**config.mk**
```make
export PLATFORM = sky130hd
export DESIGN_NAME = regfile_mp_scoreboard
export DESIGN_NICKNAME = d
export VERILOG_FILES = /design/src/rtl/rf_pkg.sv /design/src/rtl/rf_scoreboard.sv /design/src/rtl/regfile_mp_scoreboard.sv
export SDC_FILE = /design/constraint.sdc
export NUM_CORES = 2
export LEC_CHECK = 0
export ABC_AREA = 1
export BUFFER_PORTS_ARGS = -buffer_cell sky130_fd_sc_hd__buf_4
export CAP_MARGIN = 20
export CORE_AREA = 10 10 378 527
export CTS_CLUSTER_DIAMETER = 100
export DETAILED_ROUTE_END_ITERATION = 10
export DIE_AREA = 0 0 388 537
export PLACE_DENSITY = 0.48
export SLEW_MARGIN = 15
export SYNTH_ARGS = -nofsm -noshare
export SYNTH_HDL_FRONTEND = slang
export SYNTH_SLANG_ARGS = --single-unit
```
**constraint.sdc**
```tcl
create_clock -name clock -period 4.6 [get_ports clock]
set_input_delay 0.92 -clock clock [delete_from_list [all_inputs] [get_ports clock]]
set_output_delay 0.92 -clock clock [all_outputs]
set_load 0.02 [all_outputs]
```
**src/rtl/rf_pkg.sv**
```systemverilog
// Shared defaults, index/data types and address helper for the multi-port
// register file and its busy scoreboard.
package rf_pkg;

    localparam int XLEN_DEF  = 32;
    localparam int NREGS_DEF = 32;
    localparam int AW_DEF    = $clog2(NREGS_DEF);

    typedef logic [AW_DEF-1:0]   reg_idx_t;
    typedef logic [XLEN_DEF-1:0] xlen_t;

    function automatic logic addr_in_range(input int unsigned addr, input int unsigned nregs);
        return addr < nregs;
    endfunction

endpackage

```
**src/rtl/rf_scoreboard.sv**
```systemverilog
// Per-register busy scoreboard: tracks destinations issued by decode and
// released by writeback, and reports source/destination hazards.
module rf_scoreboard
    import rf_pkg::*;
#(
    parameter int NREGS    = NREGS_DEF,
    parameter int NRD      = 2,
    parameter int NWR      = 1,
    parameter int ZERO_REG = 1,
    parameter int BYPASS   = 1,
    localparam int AW      = (NREGS > 1) ? $clog2(NREGS) : 1
) (
    input  logic              clock,
    input  logic              reset,
    input  logic [NWR-1:0]    wr_en,
    input  logic [NWR*AW-1:0] wr_addr,
    input  logic [NWR-1:0]    wr_release,
    input  logic              issue_valid,
    input  logic [AW-1:0]     issue_rd,
    input  logic [NRD*AW-1:0] rd_addr,
    output logic              issue_ready,
    output logic [NRD-1:0]    rd_busy,
    output logic [NREGS-1:0]  busy_vec
);

    logic [NREGS-1:0] busy_q;
    logic [NREGS-1:0] busy_d;
    logic [NREGS-1:0] clr;
    logic             issue_zero;
    logic             issue_ok;
    logic             issue_busy;
    logic             issue_clr;
    logic             accept;

    always_comb begin
        clr = '0;
        for (int p = 0; p < NWR; p++) begin
            if (wr_en[p] && wr_release[p] && addr_in_range(32'(wr_addr[p*AW +: AW]), NREGS)) begin
                clr[wr_addr[p*AW +: AW]] = 1'b1;
            end
        end
    end

    assign issue_zero  = (ZERO_REG != 0) && (issue_rd == '0);
    assign issue_ok    = addr_in_range(32'(issue_rd), NREGS);
    assign issue_busy  = issue_ok && busy_q[issue_rd];
    assign issue_clr   = issue_ok && clr[issue_rd];
    assign issue_ready = !issue_valid || issue_zero || !issue_busy || issue_clr;
    assign accept      = issue_valid && issue_ready && !issue_zero && issue_ok;

    // A new producer claiming a register in its release cycle keeps it busy.
    always_comb begin
        busy_d = busy_q & ~clr;
        if (accept) begin
            busy_d[issue_rd] = 1'b1;
        end
        if (ZERO_REG != 0) begin
            busy_d[0] = 1'b0;
        end
        if (reset) begin
            busy_d = '0;
        end
    end

    always_ff @(posedge clock) begin
        busy_q <= busy_d;
    end

    for (genvar k = 0; k < NRD; k++) begin : g_rd_busy
        logic [AW-1:0] addr;
        assign addr       = rd_addr[k*AW +: AW];
        assign rd_busy[k] = addr_in_range(32'(addr), NREGS) && busy_q[addr]
                            && !((BYPASS != 0) && clr[addr]);
    end

    assign busy_vec = busy_q;

endmodule

```
**src/rtl/regfile_mp_scoreboard.sv**
```systemverilog
// Multi-port integer register file for decode: prioritised write ports,
// combinational reads with optional write bypass, plus the busy scoreboard.
module regfile_mp_scoreboard
    import rf_pkg::*;
#(
    parameter int XLEN     = XLEN_DEF,
    parameter int NREGS    = NREGS_DEF,
    parameter int NRD      = 2,
    parameter int NWR      = 1,
    parameter int ZERO_REG = 1,
    parameter int BYPASS   = 1,
    localparam int AW      = (NREGS > 1) ? $clog2(NREGS) : 1
) (
    input  logic                clock,
    input  logic                reset,
    input  logic [NRD*AW-1:0]   rd_addr,
    output logic [NRD*XLEN-1:0] rd_data,
    output logic [NRD-1:0]      rd_busy,
    input  logic [NWR-1:0]      wr_en,
    input  logic [NWR*AW-1:0]   wr_addr,
    input  logic [NWR*XLEN-1:0] wr_data,
    input  logic [NWR-1:0]      wr_release,
    input  logic                issue_valid,
    input  logic [AW-1:0]       issue_rd,
    output logic                issue_ready,
    output logic [NREGS-1:0]    busy_vec
);

    logic [XLEN-1:0] regs_q [NREGS];
    logic [XLEN-1:0] regs_d [NREGS];

    function automatic logic addr_writable(input logic [AW-1:0] a);
        return addr_in_range(32'(a), NREGS) && !((ZERO_REG != 0) && (a == '0));
    endfunction

    // Ports are visited in ascending order so the highest index wins a collision.
    always_comb begin
        regs_d = regs_q;
        for (int p = 0; p < NWR; p++) begin
            if (wr_en[p] && addr_writable(wr_addr[p*AW +: AW])) begin
                regs_d[wr_addr[p*AW +: AW]] = wr_data[p*XLEN +: XLEN];
            end
        end
        if (reset) begin
            for (int r = 0; r < NREGS; r++) begin
                regs_d[r] = '0;
            end
        end
    end

    always_ff @(posedge clock) begin
        regs_q <= regs_d;
    end

    for (genvar k = 0; k < NRD; k++) begin : g_read
        logic [AW-1:0]   addr;
        logic [XLEN-1:0] data;

        assign addr = rd_addr[k*AW +: AW];

        always_comb begin
            data = '0;
            if (addr_writable(addr)) begin
                data = regs_q[addr];
                if (BYPASS != 0) begin
                    for (int p = 0; p < NWR; p++) begin
                        if (wr_en[p] && (wr_addr[p*AW +: AW] == addr)) begin
                            data = wr_data[p*XLEN +: XLEN];
                        end
                    end
                end
            end
        end

        assign rd_data[k*XLEN +: XLEN] = data;
    end

    rf_scoreboard #(
        .NREGS    (NREGS),
        .NRD      (NRD),
        .NWR      (NWR),
        .ZERO_REG (ZERO_REG),
        .BYPASS   (BYPASS)
    ) u_scoreboard (
        .clock       (clock),
        .reset       (reset),
        .wr_en       (wr_en),
        .wr_addr     (wr_addr),
        .wr_release  (wr_release),
        .issue_valid (issue_valid),
        .issue_rd    (issue_rd),
        .rd_addr     (rd_addr),
        .issue_ready (issue_ready),
        .rd_busy     (rd_busy),
        .busy_vec    (busy_vec)
    );

endmodule

```
# Word-level counts from Yosys, hierarchy flattened
# Cells that the tools add are included.
# op_classes
n_lt_le_gt_ge,10
n_eq_ne,2
n_addsub,0
bitwise_logic,6
shift,0
n_mux,31
n_reduce_logical,24
n_mul,0
div_mod_pow,0
# op_table
op,count
1024-bit bitwise mux,1
32-bit two-way mux,11
32-bit binary-select mux with 5-bit select,2
32-bit demux with 5-bit select,1
32-bit AND,1
32-bit inverter,1
32-bit OR,1
1-bit binary-select mux with 5-bit select,6
5-bit by 6-bit less-than comparator with 1-bit output (second input constant),4
5-bit zero test,4
6-bit greater-or-equal comparator (second input constant),3
5-bit inverter with 6-bit output,3
1-bit logical AND,11
1-bit demux with 5-bit select,2
5-bit equality test,2
5-bit by 1-bit greater-or-equal comparator with 1-bit output (second input constant),2
1-bit two-way mux,8
1-bit zero test,6
6-bit by 1-bit less-than comparator with 1-bit output (second input constant),1
1-bit logical OR,3
# word_totals
rom_bits,0
memories,0
ram_bits,0
output_inout_bits,99
latchBits,0
ff_bits,1056
wordCells,107
in_bits,57

# Longest topological paths before layout
# depth
word_depth,11
ltp_mapped,16
ltp_nobuf,14

# Modules after synthesis
# From an unflattened synthesis, not the netlist that was laid out.
# unflattened
hier_cells,9567
area_unflattened_um2,60031.3
# by_module_without_submodules
mod,cells_per_inst,area_each_um2,seq_area_each_um2,instances
regfile_mp_scoreboard,8971,56839.5,20499.7,1
rf_scoreboard,596,3191.8,620.6,1

# Worst setup path before layout
# Ideal clock, no wire load.
# synth_path
path_type,input-to-output
start,input port rd_addr[6]
end,output port rd_data[61]
t_required_ns,3.680
n_path_buf,3
path_stages,12
arrival_time_ns,2.479
path_slack_ns,1.201
path_cell_list,buf_2 > inv_1 > nand2_1 > inv_2 > buf_2 > clkbuf_1 > nand2_1 > o2111ai_1 > nand3_1 > nand3_1 > o21ai_0 > a21oi_1
# synth_between
elab_chain_len,6
word_cells_on_any_way,9
cone_classes,eq/ne (1); mux (5); bitwise (1); reduce/logical (2)
# synth_rtl
item,line,source
"start, declared",regfile_mp_scoreboard.sv:16,"input logic [NRD*AW-1:0] rd_addr,"
5-bit inverter with 6-bit output (implied by the code),regfile_mp_scoreboard.sv:64,data = regs_q[addr];
32-bit binary-select mux with 5-bit select,regfile_mp_scoreboard.sv:64,
32-bit two-way mux (implied by the code) (2 in series),regfile_mp_scoreboard.sv:64,
32-bit two-way mux,regfile_mp_scoreboard.sv:67,if (wr_en[p] && (wr_addr[p*AW +: AW] == addr)) begin
32-bit two-way mux *,regfile_mp_scoreboard.sv:63,if (addr_writable(addr)) begin
"end, declared",regfile_mp_scoreboard.sv:17,"output logic [NRD*XLEN-1:0] rd_data,"
# Every way passes the cells marked *; elsewhere a longest branch is shown, timed or not. The select of a mux whose other input is x is not followed.

# Worst setup path in the final report
# layout_path
start,input port rd_addr[1]
end,output port rd_data[28]
# Same word-level chain as after synthesis.

==> results.json <==
{
  "outcome": "complete, but fails checks",
  "violations": "negative setup slack",
  "timing.fmax_mhz": 216,
  "synth_top_area_share_pct": 37.4,
  "finalClockSkew_ns": 0.0327,
  "period_needed_ns": 4.62,
  "avgSynthCellArea_sq_um": 6.88,
  "rsz0062_at_grt": "no",
  "ys_seq_area_share_pct": 37.4,
  "coreArea_sq_mm": 0.189,
  "placed_cells": 10200,
  "port_buffers": 154,
  "firstDrtPassIters": 8,
  "ys_ff_latch": 1055,
  "synthDistinctLibCells": 41,
  "tightest_slew_ns": 1.25,
  "power_density_mw_per_mm2": 349,
  "numCtsBuffers": 119,
  "nets": 7937,
  "drcViolationCount": 0,
  "crit_chain": "buf_4, nor2_4, inv_6, nor3_2, inv_1, buf_4, o21ai_0, a21oi_1, buf_4",
  "wl_per_cell_um": 29.7,
  "die_area_sq_mm": 0.208,
  "num_vias": 62900,
  "synthMostInstantiatedCell": "nand2_1",
  "cap_violations": 0,
  "synthCells": 8203,
  "slew_viol_final": 0,
  "slew_headroom_pct": 17.0,
  "place_hpwl_um": 180000,
  "synth_edf_count": 0,
  "synth_ff_type": "dfxtp_1",
  "setup_viol_count_final": 2,
  "arrival_ns": 3.70,
  "overflow": 0,
  "slowest_stage": "a21oi_1",
  "yosysWarnings": 0,
  "clock_path_buffers": 3,
  "timing.final.crit_share_pct": 101,
  "start_util_pct": 29.9,
  "ir_worst_vdd_mv": 0.318,
  "finalHoldViolations": 0,
  "viasPerCell": 6.01,
  "clock_latency_ns": 0.80,
  "fin_cells": 10500,
  "ctsResizeCount": 0,
  "hold_buffers": 0,
  "worst_path_largest_cell_delay_ns": 0.62,
  "die_h_um": 537,
  "required_ns": 3.68,
  "cts_tree": "built",
  "cts_root_buf": "clkbuf_16",
  "final_area_sq_mm": 0.0645,
  "io-pin-count": 156,
  "die_width_um": 388,
  "synth.largest_area_cell": "dfxtp_1",
  "drive_gt1_share_pct": 9.21,
  "synth_nets": 8260,
  "leakage_nw": 21.2,
  "synth.top_cells.by_count": "1199 x nand2_1, 1131 x a21oi_1, 1055 x dfxtp_1",
  "track_usage_pct": 28.2,
  "gp_congestion": 0.900,
  "async_reset_ff_share_pct": 0,
  "wirelength_um": 311000,
  "hold_path_class": "register to register",
  "clock_sinks": 1055,
  "area_delta_synth_final_pct": 14.2,
  "worstSetupPathType": "input port to output port",
  "antenna_found_initial": 20,
  "grt_pass1_wl_um": 437000,
  "dpl_cell_area_sq_mm": 0.0604,
  "htree_levels": 3,
  "crit_fanout": 22,
  "drt_iter0_drc": 8807,
  "post_cts_buffers": 0,
  "yosys-top-cells-area": "dfxtp_1 37%, a21oi_1 10%, a211oi_1 8.0%",
  "cpMostUsedCell": "buf_4",
  "clk_pin_slew_ns": 0.06,
  "cp-end-kind": "output port",
  "grt_max_degree": 169,
  "antenna_left": 0,
  "cp-start-kind": "input port",
  "final.setup.worst_slack_ns": -0.0247,
  "fp-row-count": 189,
  "grt_pass1_vias": 58700,
  "synth_area_sq_mm": 0.0565,
  "pre_cts_slack_ns": 0.0291
}
where the power goes:
part           internal [W]  switching, W  leakage (nW)
Clock               0.00570       0.00433          1.97
Sequential          0.00923     0.0000503          8.51
Combinational      0.000795       0.00237          10.8
worst paths after layout:
path,startpoint,to,slack [ns],cells after the start
worst max-delay path,rd_addr[1],rd_data[28],-0.02,9
worst min-delay path,regs_q[1000]$_SDFFE_PP0P_,regs_q[1000]$_SDFFE_PP0P_,0.44,2
worst max register to register,u_scoreboard.busy_vec[21]$_SDFF_PP0_,u_scoreboard.busy_vec[9]$_SDFF_PP0_,2.67,14
worst min register to register,regs_q[1000]$_SDFFE_PP0P_,regs_q[1000]$_SDFFE_PP0P_,0.44,2
flip-flops by register name (all words and copies together), names as in the netlist:
register,cells
regs_q,1024
u_scoreboard.busy_vec,31
critical path: cells and delay by family:
kind	cells	cell delay, ns
AOI/OAI and AO/OA	2	0.72
buffers and inverters	5	1.80
and+or+nand+nor	2	0.23
kinds of logic (layout without fill, tap and decap cells):
logic type	after synthesis	in the layout	share of synthesized area, %
other	1	9	0.00664
AOI/OAI and AO/OA	3047	3047	33.2
buffers and inverters	1601	1375	11.3
xor gates and xnor gates	2	2	0.0310
and+or+nand+nor	2497	2497	18.0
DFF	1055	1055	37.4
area by class of cell:
class | count | area (sq um)
antenna | 8 | 20.0
clock buffer | 183 | 3640
clock inverter | 35 | 349
fill | 20000 | 124000
inverter | 730 | 2800
multi-input combinational | 5547 | 29200
sequential | 1055 | 21100
tap | 2483 | 3110
timing repair buffer | 427 | 4260
cell usage in the layout, fill, tap and decap left out, types with 79 or more instances in the layout:
cell type,synthesis,final
nand2_1,1199,1184
a21oi_1,1131,1129
dfxtp_1,1055,1055
nor2_1,851,845
inv_1,708,694
o21ai_0,677,677
a211oi_1,605,605
nand3_1,348,344
buf_4,10,341
o211ai_1,201,201
o221ai_1,171,171
clkbuf_16,0,123
o2111ai_1,121,121
buf_12,0,79
metal layers:
| metal | vias to the layer above | track usage [%] | part of all wire (%) |
|---|---|---|---|
| met1 | 30100 | 36.2 | 40 |
| met3 | 909 | 6.58 | 11 |
| met4 | 22 | 16.1 | 6.2 |
| met5 | - | 0 | 0.044 |
| met2 | 4076 | 43.3 | 43 |
| li1 | 27800 | - | - |
through the flow:
step	utilization (%)	power (W)	TNS, ns	hold slack [ns]
global route	34.1	0.0230	0	0.458
finish	34.1	0.0225	-0.0450	0.442
detailed placement	32.0	0.0125	0	0.428
CTS	34.1	0.0224	0	0.440
floorplan	-	0.0111	0	0.413
global placement	32.0	0.0125	0	0.425
(Power assumes the default switching activity.)
